**src/rtl/alu_stage_pipe_pkg.sv**
```systemverilog
// Opcodes, IR field access and FSM encoding for the ALU execute stage.
// MUL is only implemented when ALU_MUL_EN is defined.
`define GET_OP(ir, msb) ir[(msb) -: 4]

package alu_stage_pipe_pkg;

   localparam int OPW = 4;

   localparam logic [OPW-1:0] ADD  = 4'h0;
   localparam logic [OPW-1:0] SUB  = 4'h1;
   localparam logic [OPW-1:0] SLT  = 4'h2;
   localparam logic [OPW-1:0] AND  = 4'h3;
   localparam logic [OPW-1:0] OR   = 4'h4;
   localparam logic [OPW-1:0] JUMP = 4'h5;
   localparam logic [OPW-1:0] ADDI = 4'h6;
   localparam logic [OPW-1:0] SW   = 4'h7;
   localparam logic [OPW-1:0] LW   = 4'h8;
   localparam logic [OPW-1:0] BEQ  = 4'h9;
   localparam logic [OPW-1:0] SLL  = 4'hA;
   localparam logic [OPW-1:0] SRL  = 4'hB;
   localparam logic [OPW-1:0] MUL  = 4'hC;

   typedef enum logic {
      ST_IDLE = 1'b0,
      ST_MUL  = 1'b1
   } state_e;

endpackage

```
**src/rtl/alu_stage_pipe_mul.sv**
```systemverilog
// Iterative shift-add multiplier, WIDTH/CYCLES multiplier bits per step.
// o_prod is the accumulator after the current step; final when o_done.
module alu_mul_iter #(
   parameter int WIDTH  = 16,
   parameter int CYCLES = 16
) (
   input  logic             CLK,
   input  logic             RST_N,
   input  logic             i_start,
   input  logic             i_en,
   input  logic [WIDTH-1:0] i_a,
   input  logic [WIDTH-1:0] i_b,
   output logic             o_done,
   output logic [WIDTH-1:0] o_prod
);

   localparam int STEP = WIDTH / CYCLES;
   localparam int CW   = (CYCLES > 1) ? $clog2(CYCLES) : 1;

   logic [WIDTH-1:0] r_a;
   logic [WIDTH-1:0] r_b;
   logic [WIDTH-1:0] r_acc;
   logic [CW-1:0]    r_cnt;
   logic [WIDTH-1:0] w_part;

   always_comb begin
      w_part = '0;
      for (int j = 0; j < STEP; j++) begin
         if (r_b[j]) w_part = w_part + (r_a << j);
      end
   end

   assign o_prod = r_acc + w_part;
   assign o_done = (r_cnt == CW'(CYCLES - 1));

   always_ff @(posedge CLK or negedge RST_N) begin
      if (!RST_N) begin
         r_a   <= '0;
         r_b   <= '0;
         r_acc <= '0;
         r_cnt <= '0;
      end else if (i_start) begin
         r_a   <= i_a;
         r_b   <= i_b;
         r_acc <= '0;
         r_cnt <= '0;
      end else if (i_en) begin
         r_acc <= o_prod;
         r_a   <= r_a << STEP;
         r_b   <= r_b >> STEP;
         if (!o_done) r_cnt <= r_cnt + 1'b1;
      end
   end

endmodule

```
**src/rtl/alu_stage_pipe.sv**
```systemverilog
// Valid/ready execute stage with one output register and optional
// iterative MUL (define ALU_MUL_EN); FLUSH overrides everything.
module alu_stage_pipe #(
   parameter int WIDTH      = 16,
   parameter int OP_MSB     = 15,
   parameter int MUL_CYCLES = WIDTH
) (
   input  logic             CLK,
   input  logic             RST_N,
   input  logic             FLUSH,
   input  logic             IN_VALID,
   output logic             IN_READY,
   input  logic [WIDTH-1:0] IRIN,
   input  logic [WIDTH-1:0] PCIN,
   input  logic [WIDTH-1:0] DATAIN1,
   input  logic [WIDTH-1:0] DATAIN2,
   input  logic [WIDTH-1:0] DATAIN3,
   output logic             OUT_VALID,
   input  logic             OUT_READY,
   output logic [WIDTH-1:0] PCOUT,
   output logic [WIDTH-1:0] IROUT,
   output logic [WIDTH-1:0] DATAOUT,
   output logic [WIDTH-1:0] ADDROUT,
   output logic             BUSY
);

   import alu_stage_pipe_pkg::*;

   localparam int SHW = $clog2(WIDTH);

   state_e           r_state;
   state_e           w_state_nxt;
   logic             r_valid;
   logic [WIDTH-1:0] r_pc;
   logic [WIDTH-1:0] r_ir;
   logic [WIDTH-1:0] r_data;
   logic [WIDTH-1:0] r_addr;

   logic [OPW-1:0]   w_op;
   logic             w_free;
   logic             w_ready;
   logic             w_acc;
   logic             w_single;
   logic             w_is_mul;
   logic             w_mul_done;
   logic             w_mul_fire;
   logic [WIDTH-1:0] w_res;
   logic [WIDTH-1:0] w_adr;
   logic [WIDTH-1:0] w_prod;
   logic [WIDTH-1:0] w_mpc;
   logic [WIDTH-1:0] w_mir;
   logic [WIDTH-1:0] w_maddr;

   assign w_op     = `GET_OP(IRIN, OP_MSB);
   assign w_free   = !r_valid || OUT_READY;
   assign w_ready  = RST_N && !FLUSH && (r_state == ST_IDLE) && w_free;
   assign w_acc    = IN_VALID && w_ready;
   assign IN_READY = w_ready;

   always_comb begin
      w_res    = '0;
      w_adr    = DATAIN1;
      w_single = 1'b1;
      case (w_op)
         ADD:  w_res = DATAIN2 + DATAIN3;
         SUB:  w_res = DATAIN2 - DATAIN3;
         AND:  w_res = DATAIN2 & DATAIN3;
         OR:   w_res = DATAIN2 | DATAIN3;
         SLT:  w_res = WIDTH'(DATAIN2 < DATAIN3);
         JUMP: w_res = DATAIN1;
         ADDI: w_res = DATAIN2;
         SW: begin
            w_res = DATAIN1;
            w_adr = DATAIN2;
         end
         LW:   w_res = DATAIN2;
         BEQ: begin
            w_adr = DATAIN3;
            w_res = (DATAIN1 == DATAIN2) ? '1 : '0;
         end
         SLL:  w_res = DATAIN2 << DATAIN3[SHW-1:0];
         SRL:  w_res = DATAIN2 >> DATAIN3[SHW-1:0];
         default: w_single = 1'b0;
      endcase
   end

`ifdef ALU_MUL_EN
   logic [WIDTH-1:0] r_mpc;
   logic [WIDTH-1:0] r_mir;
   logic [WIDTH-1:0] r_maddr;

   assign w_is_mul = (w_op == MUL);

   // PC/IR/address ride alongside the multiply until its result lands
   always_ff @(posedge CLK or negedge RST_N) begin
      if (!RST_N) begin
         r_mpc   <= '0;
         r_mir   <= '0;
         r_maddr <= '0;
      end else if (w_acc && w_is_mul) begin
         r_mpc   <= PCIN;
         r_mir   <= IRIN;
         r_maddr <= DATAIN1;
      end
   end

   alu_mul_iter #(
      .WIDTH  (WIDTH),
      .CYCLES (MUL_CYCLES)
   ) u_mul (
      .CLK     (CLK),
      .RST_N   (RST_N),
      .i_start (w_acc && w_is_mul),
      .i_en    (!(w_mul_done && !w_free)),
      .i_a     (DATAIN2),
      .i_b     (DATAIN3),
      .o_done  (w_mul_done),
      .o_prod  (w_prod)
   );

   assign w_mpc   = r_mpc;
   assign w_mir   = r_mir;
   assign w_maddr = r_maddr;
   assign BUSY    = (r_state == ST_MUL);
`else
   assign w_is_mul   = 1'b0;
   assign w_mul_done = 1'b0;
   assign w_prod     = '0;
   assign w_mpc      = '0;
   assign w_mir      = '0;
   assign w_maddr    = '0;
   assign BUSY       = 1'b0;
`endif

   assign w_mul_fire = (r_state == ST_MUL) && w_mul_done &&
                       w_free && !FLUSH;

   always_ff @(posedge CLK or negedge RST_N) begin
      if (!RST_N) r_state <= ST_IDLE;
      else        r_state <= w_state_nxt;
   end

   always_comb begin
      w_state_nxt = r_state;
      if (FLUSH) begin
         w_state_nxt = ST_IDLE;
      end else begin
         case (r_state)
            ST_IDLE: if (w_acc && w_is_mul) w_state_nxt = ST_MUL;
            ST_MUL:  if (w_mul_done && w_free) w_state_nxt = ST_IDLE;
         endcase
      end
   end

   always_ff @(posedge CLK or negedge RST_N) begin
      if (!RST_N) begin
         r_valid <= 1'b0;
         r_pc    <= '0;
         r_ir    <= '0;
         r_data  <= '0;
         r_addr  <= '0;
      end else if (FLUSH) begin
         r_valid <= 1'b0;
         r_pc    <= '0;
         r_ir    <= '0;
         r_data  <= '0;
         r_addr  <= '0;
      end else if (w_acc && w_single) begin
         r_valid <= 1'b1;
         r_pc    <= PCIN;
         r_ir    <= IRIN;
         r_data  <= w_res;
         r_addr  <= w_adr;
      end else if (w_mul_fire) begin
         r_valid <= 1'b1;
         r_pc    <= w_mpc;
         r_ir    <= w_mir;
         r_data  <= w_prod;
         r_addr  <= w_maddr;
      end else if (OUT_READY) begin
         // drained with nothing new (or a dropped opcode): a bubble
         r_valid <= 1'b0;
      end
   end

   assign OUT_VALID = r_valid;
   assign PCOUT     = r_pc;
   assign IROUT     = r_ir;
   assign DATAOUT   = r_data;
   assign ADDROUT   = r_addr;

endmodule

```
**config.mk**
```make
export PLATFORM = sky130hd
export DESIGN_NAME = alu_stage_pipe
export DESIGN_NICKNAME = d
export VERILOG_FILES = /design/src/rtl/alu_stage_pipe_pkg.sv /design/src/rtl/alu_stage_pipe_mul.sv /design/src/rtl/alu_stage_pipe.sv
export SDC_FILE = /design/constraint.sdc
export NUM_CORES = 1
export LEC_CHECK = 0
export CAP_MARGIN = 20
export CORE_MARGIN = 3
export CORE_UTILIZATION = 25
export DETAILED_ROUTE_END_ITERATION = 10
export HOLD_SLACK_MARGIN = 0.06
export PLACE_DENSITY = 0.54
export RECOVER_POWER = 25
export SYNTH_ARGS = -nofsm -noshare
export SYNTH_HDL_FRONTEND = slang
export SYNTH_SLANG_ARGS = --single-unit
```
**constraint.sdc**
```tcl
create_clock -name CLK -period 2.4 [get_ports CLK]
set_input_delay 0.36 -clock CLK [delete_from_list [all_inputs] [get_ports CLK]]
set_output_delay 0.36 -clock CLK [all_outputs]
set_load 0.03 [all_outputs]
```
==> impl_metrics.yaml <==
status:
  violations: "capacitance limit, slew limit"
  status: "finished with violations"
clock_network:
  htree_levels: 3
  clk_path_buf_depth: 2
  cts-root-buf: "clkbuf_16"
  cts_tree: "yes"
  cts.reportedPaths.clkPinSlew_ns: 0.06
  numCtsBuffers: 9
  clock_latency_ns: 0.35
  cts.sinks: 65
  hold_buffers: 0
drt:
  via_count: 8612
  drc: 0
  avgRoutedWirePerCell_um: 21.4
  ant_nets: 0
  first_pass_iters: 5
  first_iter_violations: 692
  via_per_inst: 5.19
  routed_wirelength_mm: 35.5
setup_path:
  crit_path_frequent_cell: "buf_4"
  end_kind: "register"
  cp_cell_sequence: "clkdlybuf4s50_1 -> buf_4 -> buf_8 -> xnor2_1 -> nand3_1 -> nor4_2 -> buf_4 -> buf_4 -> or4b_4 -> a221oi_2 -> o21ai_1"
  critPathLaunchType: "input pin"
  regToRegSetupSlack_ns: 0.38
  crit_path_top_delay_cell: "or4b_4"
  crit_required_ns: 2.62
  path_depth: 11
  critPathKind: "input pin to register"
  cp_top_family: "buffers and inverters"
  slowest_delay_ns: 0.55
  cp_num_buf_inv: 5
  r2r_cells: 8
  critPathMaxFanout: 7
  crit_arrival_ns: 2.58
timing:
  finalWorstSetupSlack_ns: 0.0380
  hold_viol: 0
  fin_skew_ns: 0.0123
  post-route-period-util: 0.984
  relSlewSlack: -0.121
  max_freq_mhz: 423
  final.min_clock_period_ns: 2.36
  max_slew.worst_pin.slew_ns: 1.68
  drv_slew: 66
  timing.hold.ws_ns: 0.511
  setup_viol: 0
global_route:
  grt_pass1_vias: 8451
  grt_first_pass_wirelength_mm: 52.7
  grt-ovfl-total: 0
  grt_max_degree: 66
  gr-usage-all-layers: 0.227
  antenna_found_initial: 0
pwr:
  p_leak_nw: 5.16
  intPower_w: 0.00312
  pwr_density_cell_nw_per_um2: 405
  ir_worst_vdd_mv: 0.255
  p_sw_w: 0.00166
  combinationalPowerShare: 0.448
  seq_power_share: 0.249
  clkPwrFrac: 0.303
  power_switching_share: 0.347
placed_design:
  dpl.hpwl_mm: 28.7
  pre_cts_ws_ns: -0.825
  gp_congestion: 0.987
  port_buffers: 150
logic_synthesis:
  ys_top_cells_by_count: "nand2_1, o21ai_0, nor2_1"
  yosysSeqAreaShare: 0.229
  yosys.area_share.simple: 0.182
  netlist.area_leader.share: 0.229
  synthAdderAreaFrac: 0.101
  synth_xor_area_frac: 0.0420
  netlist_area_um2: 7090
  synthArstFlopShare: 1.00
  synth.most_common_cell: "nand2_1"
  synth_top_family_by_area: "compound AO/OA/AOI/OAI gates"
  syn_nets: 1054
  syn_inst: 913
  yosys_warnings: 0
  muxShareOfSynthArea: 0.0985
  yosysUniqueCellTypes: 73
  synth.avg_cell_area_um2: 7.76
  synth_top_area_cell: "dfrtp_1"
  synth_seq_cells: 65
  synth_edf_count: 0
  synth_compound_area_frac: 0.267
  synth_ff_type: "dfrtp_1"
  yosys-top-cells-area: "dfrtp_1, ha_1, o21ai_0"
finish:
  final_nets: 1420
  drive_above_1_share: 0.333
  synthToLayoutAreaGrowth_pct: 66.6
  fillers: 2836
  antenna_cells: 0
floorplan:
  die-area_um2: 30400
  chipWidth_um: 174
  die_y_um: 174
  start_util: 0.254
  num_rows: 61
  core_region_area_um2: 27900
  io_pins: 152
run:
  maxCapViolations: 1
worst_hold_path:
  hold_path_class: "register to register"
  whs_path_depth: 2
[worst reg2reg max path, delay by kind of cell (launching register included)]
| family | cells | cell delay [ns] |
|---|---|---|
| AOI/OAI and AO/OA | 3 | 0.63 |
| buffers and inverters | 1 | 0.21 |
| DFF | 1 | 0.37 |
| and+or+nand+nor | 4 | 0.71 |
[cells in the final DEF (no fill, tap or decap), types with 17 or more instances in the layout]
cell type and instances:
xnor2_1 22, clkdlybuf4s50_1 124, nand3_1 35, nand2_1 101
o21ai_0 78, inv_1 38, nor2_1 66, a22oi_1 18
a21oi_1 63, buf_4 271, a211oi_1 17, dfrtp_1 65
ha_1 39
[cell type report]
| cell class | instances | area [um2] | area share |
|---|---|---|---|
| clock buffer | 11 | 253 | 0.0214 |
| clock inverter | 3 | 65.1 | 0.00551 |
| inverter | 52 | 200 | 0.0169 |
| multi-input combinational | 710 | 5400 | 0.457 |
| sequential | 65 | 1630 | 0.138 |
| tap | 378 | 473 | 0.0400 |
| timing repair buffer | 441 | 3790 | 0.321 |
[layer usage]
metal / share of wire / up-vias / GRT usage
li1: - / 4020 / -
met1: 0.42 / 4171 / 0.297
met2: 0.47 / 368 / 0.380
met3: 0.073 / 53 / 0.0365
met4: 0.032 / 0 / 0.0741
met5: 0 / - / 0
[what timing repair did]
| item | CTS | global route |
|---|---|---|
| buffers inserted | 6 | 4 |
| pin swaps | 29 | 13 |
| resized for setup | 87 | 54 |
| gates cloned | 0 | 1 |
| endpoints found under the setup margin | 14 | 15 |
[state kept, by name (all words and copies together) (netlist names)]
name and count:
IROUT 16, OUT_VALID 1, DATAOUT 16, ADDROUT 16
PCOUT 16
[power by group through the flow]
| stage | Combinational, W | Clock, W | Sequential [W] |
|---|---|---|---|
| 6_report | 0.00214 | 0.00145 | 0.00119 |
| 5_1_grt | 0.00227 | 0.00151 | 0.00119 |
| 3_5_place_dp | 0.00196 | 0 | 0.00121 |
| 2_1_floorplan | 0.000826 | 0 | 0.00132 |
| 4_1_cts | 0.00206 | 0.00148 | 0.00119 |
| 3_3_place_gp | 0.00197 | 0 | 0.00121 |
[kinds of logic (layout without fill, tap and decap cells)]
group | Yosys count | after routing
adder cells (fa/ha/maj) | 56 | 56
AND/OR/NAND/NOR | 278 | 278
buffers and inverters | 138 | 507
AO/OA/AOI/OAI | 297 | 297
multiplexers | 44 | 44
other | 1 | 1
XOR/XNOR | 34 | 34
flip-flops | 65 | 65
[path summary, 6_finish.rpt]
check / from / endpoint
worst max-delay path: DATAIN2[13] / DATAOUT[7]
worst min-delay path: ADDROUT[3] / ADDROUT[3]
worst max register to register: OUT_VALID / DATAOUT[13]
worst min register to register: ADDROUT[3] / ADDROUT[3]
max in group asynchronous: RST_N / ADDROUT[6]
min in group asynchronous: RST_N / PCOUT[14]
[stage by stage]
step                std cells   TNS, ns  power (W)  area, um2  utilization
global route             1660   -0.0321    0.00498      11800        0.424
detailed placement       1635     -8.72    0.00317      10900        0.392
floorplan                 913  -0.00492    0.00214       7240            -
CTS                      1655  -0.00106    0.00473      11600        0.415
global placement         1635     -8.35    0.00317      10900        0.392
finish                   1660         0    0.00478      11800        0.424
Note: power is estimated with default switching activity, not from simulation.
